[config.mk]
export PLATFORM = sky130hd
export DESIGN_NAME = tt_ctrl_decoder
export DESIGN_NICKNAME = d
export VERILOG_FILES = /design/src/rtl/tt_ctrl_pkg.sv /design/src/rtl/tt_ctrl_sync.sv /design/src/rtl/tt_ctrl_decoder.sv
export SDC_FILE = /design/constraint.sdc
export NUM_CORES = 1
export LEC_CHECK = 0
export CAP_MARGIN = 20
export CORE_MARGIN = 5
export CORE_UTILIZATION = 35
export DETAILED_ROUTE_END_ITERATION = 7
export GPL_ROUTABILITY_DRIVEN = 0
export HOLD_SLACK_MARGIN = 0.1
export SETUP_SLACK_MARGIN = 0.1
export SYNTH_ARGS = -nofsm -noshare
export SYNTH_HDL_FRONTEND = slang
export SYNTH_SLANG_ARGS = --single-unit
[constraint.sdc]
create_clock -name clk -period 1.82 [get_ports clk]
set_input_delay 0.273 -clock clk [delete_from_list [all_inputs] [get_ports clk]]
set_output_delay 0.273 -clock clk [all_outputs]
set_load 0.01 [all_outputs]
[src/rtl/tt_ctrl_pkg.sv]
// Shared types and default constants for the project-select control decoder.
package tt_ctrl_pkg;

    localparam int unsigned ADDR_W_DEF      = 10;
    localparam int unsigned SYNC_STAGES_DEF = 2;

    typedef enum logic [1:0] {
        CLEAR  = 2'd0,
        COUNT  = 2'd1,
        ACTIVE = 2'd2
    } ctrl_state_e;

endpackage

[src/rtl/tt_ctrl_sync.sv]
// Multi-flop synchroniser for one asynchronous pad input, synchronous reset to 0.
module tt_ctrl_sync
    import tt_ctrl_pkg::*;
#(
    parameter int unsigned STAGES = SYNC_STAGES_DEF
) (
    input  logic clk,
    input  logic rst_n,
    input  logic d_i,
    output logic q_o
);

    logic [STAGES-1:0] sync_q;

    // Shift the pad value through the synchroniser chain.
    always_ff @(posedge clk) begin
        if (!rst_n) begin
            sync_q <= '0;
        end else begin
            sync_q <= {sync_q[STAGES-2:0], d_i};
        end
    end

    assign q_o = sync_q[STAGES-1];

endmodule

[src/rtl/tt_ctrl_decoder.sv]
// Project-select decoder: synchronises the three ctrl pads, counts sel_inc
// edges, and locks the count into sel_addr when ena is raised.
// Optional build macro: TT_CTRL_DEGLITCH_EN adds a stability filter on s_inc.
//
//   state  | meaning
//   CLEAR  | counter and overflow held at 0, project disabled
//   COUNT  | sel_inc edges advance the counter, project disabled
//   ACTIVE | sel_addr locked, project enabled, edges discarded
module tt_ctrl_decoder
    import tt_ctrl_pkg::*;
#(
    parameter int unsigned ADDR_W          = ADDR_W_DEF,
    parameter int unsigned SYNC_STAGES     = SYNC_STAGES_DEF,
    parameter int unsigned DEGLITCH_CYCLES = 3
) (
    input  logic              clk,
    input  logic              rst_n,
    input  logic              ctrl_sel_rst_n,
    input  logic              ctrl_sel_inc,
    input  logic              ctrl_ena,
    output logic [ADDR_W-1:0] sel_addr,
    output logic              sel_ena,
    output logic [ADDR_W-1:0] sel_cnt,
    output logic              sel_ovf
);

    if (SYNC_STAGES < 2 || DEGLITCH_CYCLES < 1) begin : g_param_check
        $error("tt_ctrl_decoder: SYNC_STAGES must be >= 2 and DEGLITCH_CYCLES >= 1");
    end

    logic s_rst_n;
    logic s_inc;
    logic s_ena;
    logic inc_filt;
    logic inc_dly_q;
    logic inc_edge;

    ctrl_state_e       state_q, state_d;
    logic [ADDR_W-1:0] cnt_q, cnt_d;
    logic [ADDR_W-1:0] addr_q, addr_d;
    logic              ovf_q, ovf_d;

    tt_ctrl_sync #(.STAGES(SYNC_STAGES)) u_sync_rst (
        .clk(clk), .rst_n(rst_n), .d_i(ctrl_sel_rst_n), .q_o(s_rst_n)
    );
    tt_ctrl_sync #(.STAGES(SYNC_STAGES)) u_sync_inc (
        .clk(clk), .rst_n(rst_n), .d_i(ctrl_sel_inc), .q_o(s_inc)
    );
    tt_ctrl_sync #(.STAGES(SYNC_STAGES)) u_sync_ena (
        .clk(clk), .rst_n(rst_n), .d_i(ctrl_ena), .q_o(s_ena)
    );

`ifdef TT_CTRL_DEGLITCH_EN
    localparam int unsigned DG_W = (DEGLITCH_CYCLES > 1) ? $clog2(DEGLITCH_CYCLES) : 1;

    logic [DG_W-1:0] dg_cnt_q, dg_cnt_d;
    logic            dg_val_q, dg_val_d;

    // Accept a new s_inc level only after it has differed from the filtered
    // level for DEGLITCH_CYCLES consecutive samples.
    always_comb begin
        dg_cnt_d = '0;
        dg_val_d = dg_val_q;
        if (s_inc != dg_val_q) begin
            if (dg_cnt_q == DG_W'(DEGLITCH_CYCLES - 1)) begin
                dg_val_d = s_inc;
            end else begin
                dg_cnt_d = dg_cnt_q + DG_W'(1);
            end
        end
    end

    // Deglitch filter state.
    always_ff @(posedge clk) begin
        if (!rst_n) begin
            dg_cnt_q <= '0;
            dg_val_q <= 1'b0;
        end else begin
            dg_cnt_q <= dg_cnt_d;
            dg_val_q <= dg_val_d;
        end
    end

    assign inc_filt = dg_val_q;
`else
    assign inc_filt = s_inc;
`endif

    assign inc_edge = inc_filt & ~inc_dly_q;

    // Next state, counter, lock and overflow; clear dominates any increment.
    always_comb begin
        state_d = state_q;
        cnt_d   = cnt_q;
        addr_d  = addr_q;
        ovf_d   = ovf_q;
        if (!s_rst_n) begin
            state_d = CLEAR;
        end else begin
            case (state_q)
                CLEAR:   state_d = COUNT;
                COUNT: begin
                    if (s_ena) begin
                        state_d = ACTIVE;
                        addr_d  = cnt_q;
                    end
                end
                ACTIVE: begin
                    if (!s_ena) state_d = COUNT;
                end
                default: state_d = CLEAR;
            endcase
        end
        if (!s_rst_n || state_q == CLEAR) begin
            cnt_d = '0;
            ovf_d = 1'b0;
        end else if (state_q == COUNT && !s_ena && inc_edge) begin
            // Locking on this edge takes the pre-increment value and drops the edge.
            cnt_d = cnt_q + ADDR_W'(1);
            if (&cnt_q) ovf_d = 1'b1;
        end
    end

    // State and datapath registers.
    always_ff @(posedge clk) begin
        if (!rst_n) begin
            state_q   <= CLEAR;
            cnt_q     <= '0;
            addr_q    <= '0;
            ovf_q     <= 1'b0;
            inc_dly_q <= 1'b0;
        end else begin
            state_q   <= state_d;
            cnt_q     <= cnt_d;
            addr_q    <= addr_d;
            ovf_q     <= ovf_d;
            inc_dly_q <= inc_filt;
        end
    end

    assign sel_addr = addr_q;
    assign sel_cnt  = cnt_q;
    assign sel_ovf  = ovf_q;
    assign sel_ena  = (state_q == ACTIVE);

endmodule

==> results of run 1 <==
-- flip-flops by register name, summed over array words and instances, names as in the netlist --
| register | cells |
|---|---|
| inc_dly_q | 1 |
| sel_addr | 10 |
| sel_cnt | 10 |
| sel_ovf | 1 |
| state_q | 2 |
| u_sync_ena.sync_q | 2 |
| u_sync_inc.sync_q | 2 |
| u_sync_rst.sync_q | 2 |
-- layout by cell type (no fill, tap or decap), types with 2 or more instances in the layout --
| cell | n |
|---|---|
| a21boi_0 | 10 |
| a21oi_1 | 7 |
| and2_1 | 7 |
| clkbuf_4 | 5 |
| clkdlybuf4s50_1 | 25 |
| dfxtp_1 | 24 |
| dfxtp_2 | 5 |
| inv_1 | 2 |
| mux2i_1 | 3 |
| nand2_1 | 25 |
| nand2b_1 | 4 |
| nand3_1 | 7 |
| nand4_1 | 3 |
| nor4_1 | 4 |
| o21a_1 | 3 |
| o31ai_1 | 5 |
| or4_1 | 5 |
-- metrics by stage --
step	power, mW	instance area [um2]	hold WS, ns	cells	worst slack, ns
after floorplan	0.700	1270	0.400	137	0.399
after global placement	0.712	1550	0.416	202	0.319
after detailed placement	0.712	1550	0.418	202	0.278
after CTS	1.09	1610	0.440	208	0.116
after global routing	1.12	1610	0.445	208	0.114
final	1.07	1610	0.437	208	0.186
-- layout make-up --
type | count | area (um2) | share of cell area [%]
clock buffer | 6 | 51.3 | 3.19
sequential | 30 | 611 | 38.0
tap | 46 | 57.6 | 3.58
timing repair buffer | 27 | 267 | 16.6
inverter | 2 | 7.51 | 0.467
multi-input combinational | 97 | 614 | 38.2
-- per-layer routing --
metal / up-vias / GRT usage (%)
met3: 5 / 5.60
met1: 492 / 13.3
li1: 538 / -
met4: 0 / 3.83
met5: - / 0
met2: 33 / 18.2
-- final timing paths --
path                                      to                            start  slack, ns  cells past startpoint
min reg2reg  u_sync_inc.sync_q[1]$_SDFF_PN0_  u_sync_inc.sync_q[0]$_SDFF_PN0_       0.44                      1
max reg2reg          sel_cnt[9]$_SDFFE_PP0P_  u_sync_ena.sync_q[1]$_SDFF_PN0_       0.26                      3
min          u_sync_inc.sync_q[1]$_SDFF_PN0_  u_sync_inc.sync_q[0]$_SDFF_PN0_       0.44                      1
max                               sel_cnt[7]          sel_cnt[7]$_SDFFE_PP0P_       0.19                      1
-- report_power, final --
group | leakage [nW] | switching (mW) | internal [mW] | total (mW)
Sequential | 0.246 | 0.00735 | 0.662 | 0.669
Combinational | 0.224 | 0.00959 | 0.0166 | 0.0262
Clock | 0.0302 | 0.203 | 0.174 | 0.377
Total | 0.501 | 0.220 | 0.852 | 1.07
-- cells by family after synthesis --
group           after synthesis  share of synthesized area, %
flops                        30                          47.4
compound gates               28                          15.2
simple gates                 64                          29.2
fa+ha+maj                     2                          1.78
buf+inv                      10                          4.05
mux                           3                          2.37
-- repair_timing --
action,in CTS,in global routing
setup endpoints to repair,3,2
pin swaps,0,0
resized for setup,6,2
==> key figures, run 1 <==
Clock network
  • Clock latency on the worst-skew pair: 0.32 ns
  • Postcts setup bufs: 0
  • CTS tree: yes
  • Num CTS Buffers: 5
  • Clock sink total: 30
  • Worst-path clk slew: 0.09 ns
  • Hold buffers post-CTS: 0
  • CTS Buffer Depth: 2
  • Root Buffer: clkbuf_4
  • H-tree depth: 2

Routing
  • Vias: 1068
  • WL/cell: 13.0 um
  • Routed wl met3: approximately 190 um
  • Post-route ant nets: 0
  • Initial DRC Count: 38
  • Drt via density: 5.13
  • M1 WL: approximately 1300 um
  • WL final: 2710 um
  • Remaining DRCs: 0
  • Max layer used: met4
  • Routed length on met2: 1230 um
  • Number of iterations in the first detailed-routing pass: 4

Floorplan
  • Std-Cell Rows: 21
  • Area of the die: about 5000 um2
  • Chip width: 70.1 um
  • Initial Utilization: 37.1%
  • Chip Height: 70.1 um
  • Core area: 3420 um2
  • I/O pin count: 27

Global route
  • Overflow after GRT: 0
  • Vias in the first global route: 973
  • Initial antenna violation count: 0
  • First-pass GRT wire length: roughly 4500 um
  • GRT Util Overall: approximately 11%
  • Largest net degree at the start of global routing: 20

Worst setup path
  • Worst endpoint data arrival time: 1.36 ns
  • Critical path's largest stage delay: 0.58 ns
  • CP Max Fanout: 7
  • Startpoint Class: flip-flop
  • CP max-delay cell: clkdlybuf4s50_1
  • Critical-path cell list: clkdlybuf4s50_1
  • Critical path data required time: 1.55 ns
  • Cell family with most CP delay: buffers and inverters
  • Crit end category: output pin
  • WP buf/inv: 1
  • Critical setup path kind: reg -> out

Synthesis
  • Syn Inst Count: 137
  • Top cells by count, synth: dfxtp_1 (30), nand2_1 (25), a21boi_0 (10)
  • Synth Register Bits: 30
  • Synth top area cells: dfxtp_1 (47%), nand2_1 (7.4%), a21boi_0 (5.9%)
  • Top-count cell post-synth: dfxtp_1
  • Netlist cell types: 33
  • Syn nets: about 140
  • Post-synth top area cell: dfxtp_1
  • Yosys top cell area share: between 40% and 50%
  • Post-synth ARST share: 0%
  • Seq/Total Area, Yosys: approximately 47%
  • Post-synth EDFFs: 0
  • Synthesized area: 1270 um2
  • Yosys warning count: 0
  • Avg Cell Area, Syn: 9.24 um2
  • Primary FF master, synth: dfxtp_1

Timing
  • Clock Skews: 0.00785 ns
  • Unrepaired setup endpoints after global routing: no
  • Fmax: 612 MHz
  • Final Critical Period: 1.63 ns
  • Final Max Tran Viols: 0
  • Fin crit share: 89.8%
  • Final setup vio count: 0
  • Final Hold Fails: 0
  • Max transition margin: 59.9%
  • Setup TNS: 0 ns
  • Worst slew pin tran: 0.598 ns

Final layout
  • Inserted Diodes: 0
  • Share of cells above drive strength 1: 8.64%
  • Nets@finish: about 170
  • Fillers: 350
  • Final core utilization: a little under half
  • Layout area overhead: 27.0%

Worst hold path
  • Worst hold path type: reg -> reg

Run status
  • Outcome: complete, no violations

Pwr
  • Pwr/cell area: approximately 670 nW/um2
  • Leakage: 0.501 nW
  • VDD IR max: 328 uV

Placed design
  • Post-DP HPWL: between 1500 and 2000 um
  • PortBufs: 26

Job
  • Max cap viols: 0
(Power assumes the default switching activity.)
==> run 2, diff against run 1 <==
--- a/config.mk
+++ b/config.mk
@@ -11,6 +11,7 @@
 export DETAILED_ROUTE_END_ITERATION = 7
 export GPL_ROUTABILITY_DRIVEN = 0
 export HOLD_SLACK_MARGIN = 0.1
+export MAX_ROUTING_LAYER = met4
 export SETUP_SLACK_MARGIN = 0.1
 export SYNTH_ARGS = -nofsm -noshare
 export SYNTH_HDL_FRONTEND = slang
==> key figures, run 2 (synthesis results as in run 1) <==
Worst setup path
  • R2R Path Start: u_sync_ena.sync_q[1]$_SDFF_PN0_
  • Critical setup path kind: reg -> out
  • Cell family with most CP delay: buffers and inverters
  • Reg2Reg Setup Slack: 0.26 ns (about the same)
  • Reg-to-reg endpoint: sel_cnt[9]$_SDFFE_PP0P_
  • Critical path's largest stage delay: 0.58 ns (about the same)
  • CP Max Fanout: 7 (unchanged)
  • Crit end category: output pin
  • Startpoint Class: flip-flop
  • Worst path depth: 1 (unchanged)
  • Critical-path cell list: clkdlybuf4s50_1
  • CP max-delay cell: clkdlybuf4s50_1
  • Worst endpoint data arrival time: 1.36 ns (about the same)
  • WP buf/inv: 1 (unchanged)
  • Worst-case reg-to-reg path depth: 3 (unchanged)
  • Critical path data required time: 1.55 ns (about the same)

Timing
  • Final setup vio count: 0 (unchanged)
  • Clock Skews: 0.00784 ns (-0.00000156 ns)
  • Final Max Tran Viols: 0 (unchanged)
  • Max transition margin: 59.9% (about the same)
  • Final Critical Period: 1.63 ns (-0.00000300 ns)
  • Worst setup margin: 0.186 ns (+0.00000300 ns)
  • Worst slew pin tran: 0.598 ns (-0.00000203 ns)
  • Unrepaired setup endpoints after global routing: no
  • Fmax: 612 MHz (about the same)
  • Final Hold Fails: 0 (unchanged)
  • Fin crit share: 89.8% (about the same)
  • Setup TNS: 0 ns (unchanged)

Pwr
  • Sw power: 220 uW (unchanged)
  • Combinational Power Share: 2.4% (about the same)
  • Sw Ratio: 20.5% (unchanged)
  • Pwr/cell area: 667 nW/um2 (unchanged)
  • Leakage: 0.501 nW (unchanged)
  • Power, Total: 1.07 mW (unchanged)
  • VDD IR max: 328 uV (unchanged)
  • Flop pwr share: 62.4% (about the same)
  • Clock share of power: 35.2% (about the same)
  • Pint: 852 uW (unchanged)

Clock network
  • Clock sink total: 30 (unchanged)
  • Num CTS Buffers: 5 (unchanged)
  • Root Buffer: clkbuf_4
  • H-tree depth: 2 (unchanged)
  • CTS Buffer Depth: 2 (unchanged)
  • Hold buffers post-CTS: 0 (unchanged)
  • CTS tree: yes
  • Clock latency on the worst-skew pair: 0.32 ns (about the same)
  • Worst-path clk slew: 0.09 ns (about the same)

Worst hold path
  • Min-Delay Endpoint: u_sync_inc.sync_q[1]$_SDFF_PN0_
  • Min-Delay Path Depth: 1 (unchanged)
  • Worst hold path type: reg -> reg
  • Hold_sp: u_sync_inc.sync_q[0]$_SDFF_PN0_

Routing
  • WL final: 2710 um (unchanged)
  • WL/cell: 13.0 um (unchanged)
  • Drt via density: 5.13 (unchanged)
  • Remaining DRCs: 0 (unchanged)
  • Vias: 1068 (unchanged)
  • Initial DRC Count: 35 (-7.9%)
  • Number of iterations in the first detailed-routing pass: 4 (unchanged)
  • Post-route ant nets: 0 (unchanged)

Run status
  • Outcome: complete, no violations

Final layout
  • Share of cells above drive strength 1: 8.64% (unchanged)
  • Final core utilization: 47.1% (unchanged)
  • Storage element area: 611 um2 (unchanged)
  • Inserted Diodes: 0 (unchanged)
  • Area of the multi-input gates: 614 um2 (unchanged)
  • Fillers: 350 (unchanged)
  • Nets@finish: 169 (unchanged)
  • Post-Layout Cell Count: 208 (unchanged)
  • Highest-count cells in the layout ignoring fill and taps: nand2_1 (25), clkdlybuf4s50_1 (25), dfxtp_1 (24)
  • Layout area overhead: 27.0% (unchanged)

Floorplan
  • I/O pin count: 27 (unchanged)
  • Chip width: 70.1 um (unchanged)
  • Std-Cell Rows: 21 (unchanged)
  • Area of the die: 4920 um2 (unchanged)
  • Chip Height: 70.1 um (unchanged)
  • Core area: 3420 um2 (unchanged)
  • Initial Utilization: 37.1% (unchanged)

Global route
  • Vias in the first global route: 973 (unchanged)
  • Initial antenna violation count: 0 (unchanged)
  • First-pass GRT wire length: 4480 um (+0.16%)
  • Largest net degree at the start of global routing: 20 (unchanged)
  • Overflow after GRT: 0 (unchanged)
  • GRT Util Overall: 11.7% (+0.31 points)

Placed design
  • Post-DP HPWL: 1960 um (unchanged)
  • Pre-CTS setup slack: 0.278 ns (unchanged)
  • Post-Place Cells: 202 (unchanged)
  • PortBufs: 26 (unchanged)

Job
  • Max cap viols: 0 (unchanged)
[run 2: cell counts in the layout (fill, tap and decap cells not counted)]
No cell type changed its count.
[run 2: timing repair]
action,4_1_cts,5_1_grt
setup endpoints to repair,3,2
buffers inserted,0,0
gates resized for setup,6,2
endpoints found under the hold margin,0,0
[run 2: through the flow]
step           cell area (um2)  hold slack [ns]
2_1_floorplan             1270            0.400
5_1_grt                   1610            0.445
4_1_cts                   1610            0.440
6_report                  1610            0.437
3_5_place_dp              1550            0.418
3_3_place_gp              1550            0.416
[run 2: routing by layer]
metal | wire length, um | vias up | global-route usage (%)
met1 | 1270 | 492 | 13.6
met5 | 0 | - | -
met4 | 39 | 0 | 3.83
li1 | - | 538 | -
met3 | 166 | 5 | 5.16
met2 | 1230 | 33 | 18.2
[run 2: worst max-delay path by stage]
stage	start	end	slack, ns
6_report	sel_cnt[7]$_SDFFE_PP0P_	sel_cnt[7]	0.19
5_1_grt	sel_cnt[7]$_SDFFE_PP0P_	sel_cnt[7]	0.11
4_1_cts	sel_cnt[6]$_SDFFE_PP0P_	sel_cnt[6]	0.12
3_5_place_dp	u_sync_ena.sync_q[1]$_SDFF_PN0_	sel_cnt[9]$_SDFFE_PP0P_	0.28
3_3_place_gp	state_q[1]$_SDFFE_PN0P_	sel_ena	0.32
2_1_floorplan	sel_cnt[0]$_SDFFE_PP0P_	sel_cnt[2]$_SDFFE_PP0P_	0.40
[run 2: power groups by stage]
stage,Combinational (mW),Sequential (mW),Clock (mW)
floorplan,0.0184,0.682,0
finish,0.0262,0.669,0.377
global route,0.0289,0.671,0.425
CTS,0.0268,0.669,0.395
detailed placement,0.0265,0.686,0
global placement,0.0260,0.686,0
[run 2: area by class of cell]
type	instances	share of cell area [%]
multi-input cells	97	38.2
inverters	2	0.467
clock buffers	6	3.19
repair buffers	27	16.6
well taps	46	3.58
flip-flops and latches	30	38.0
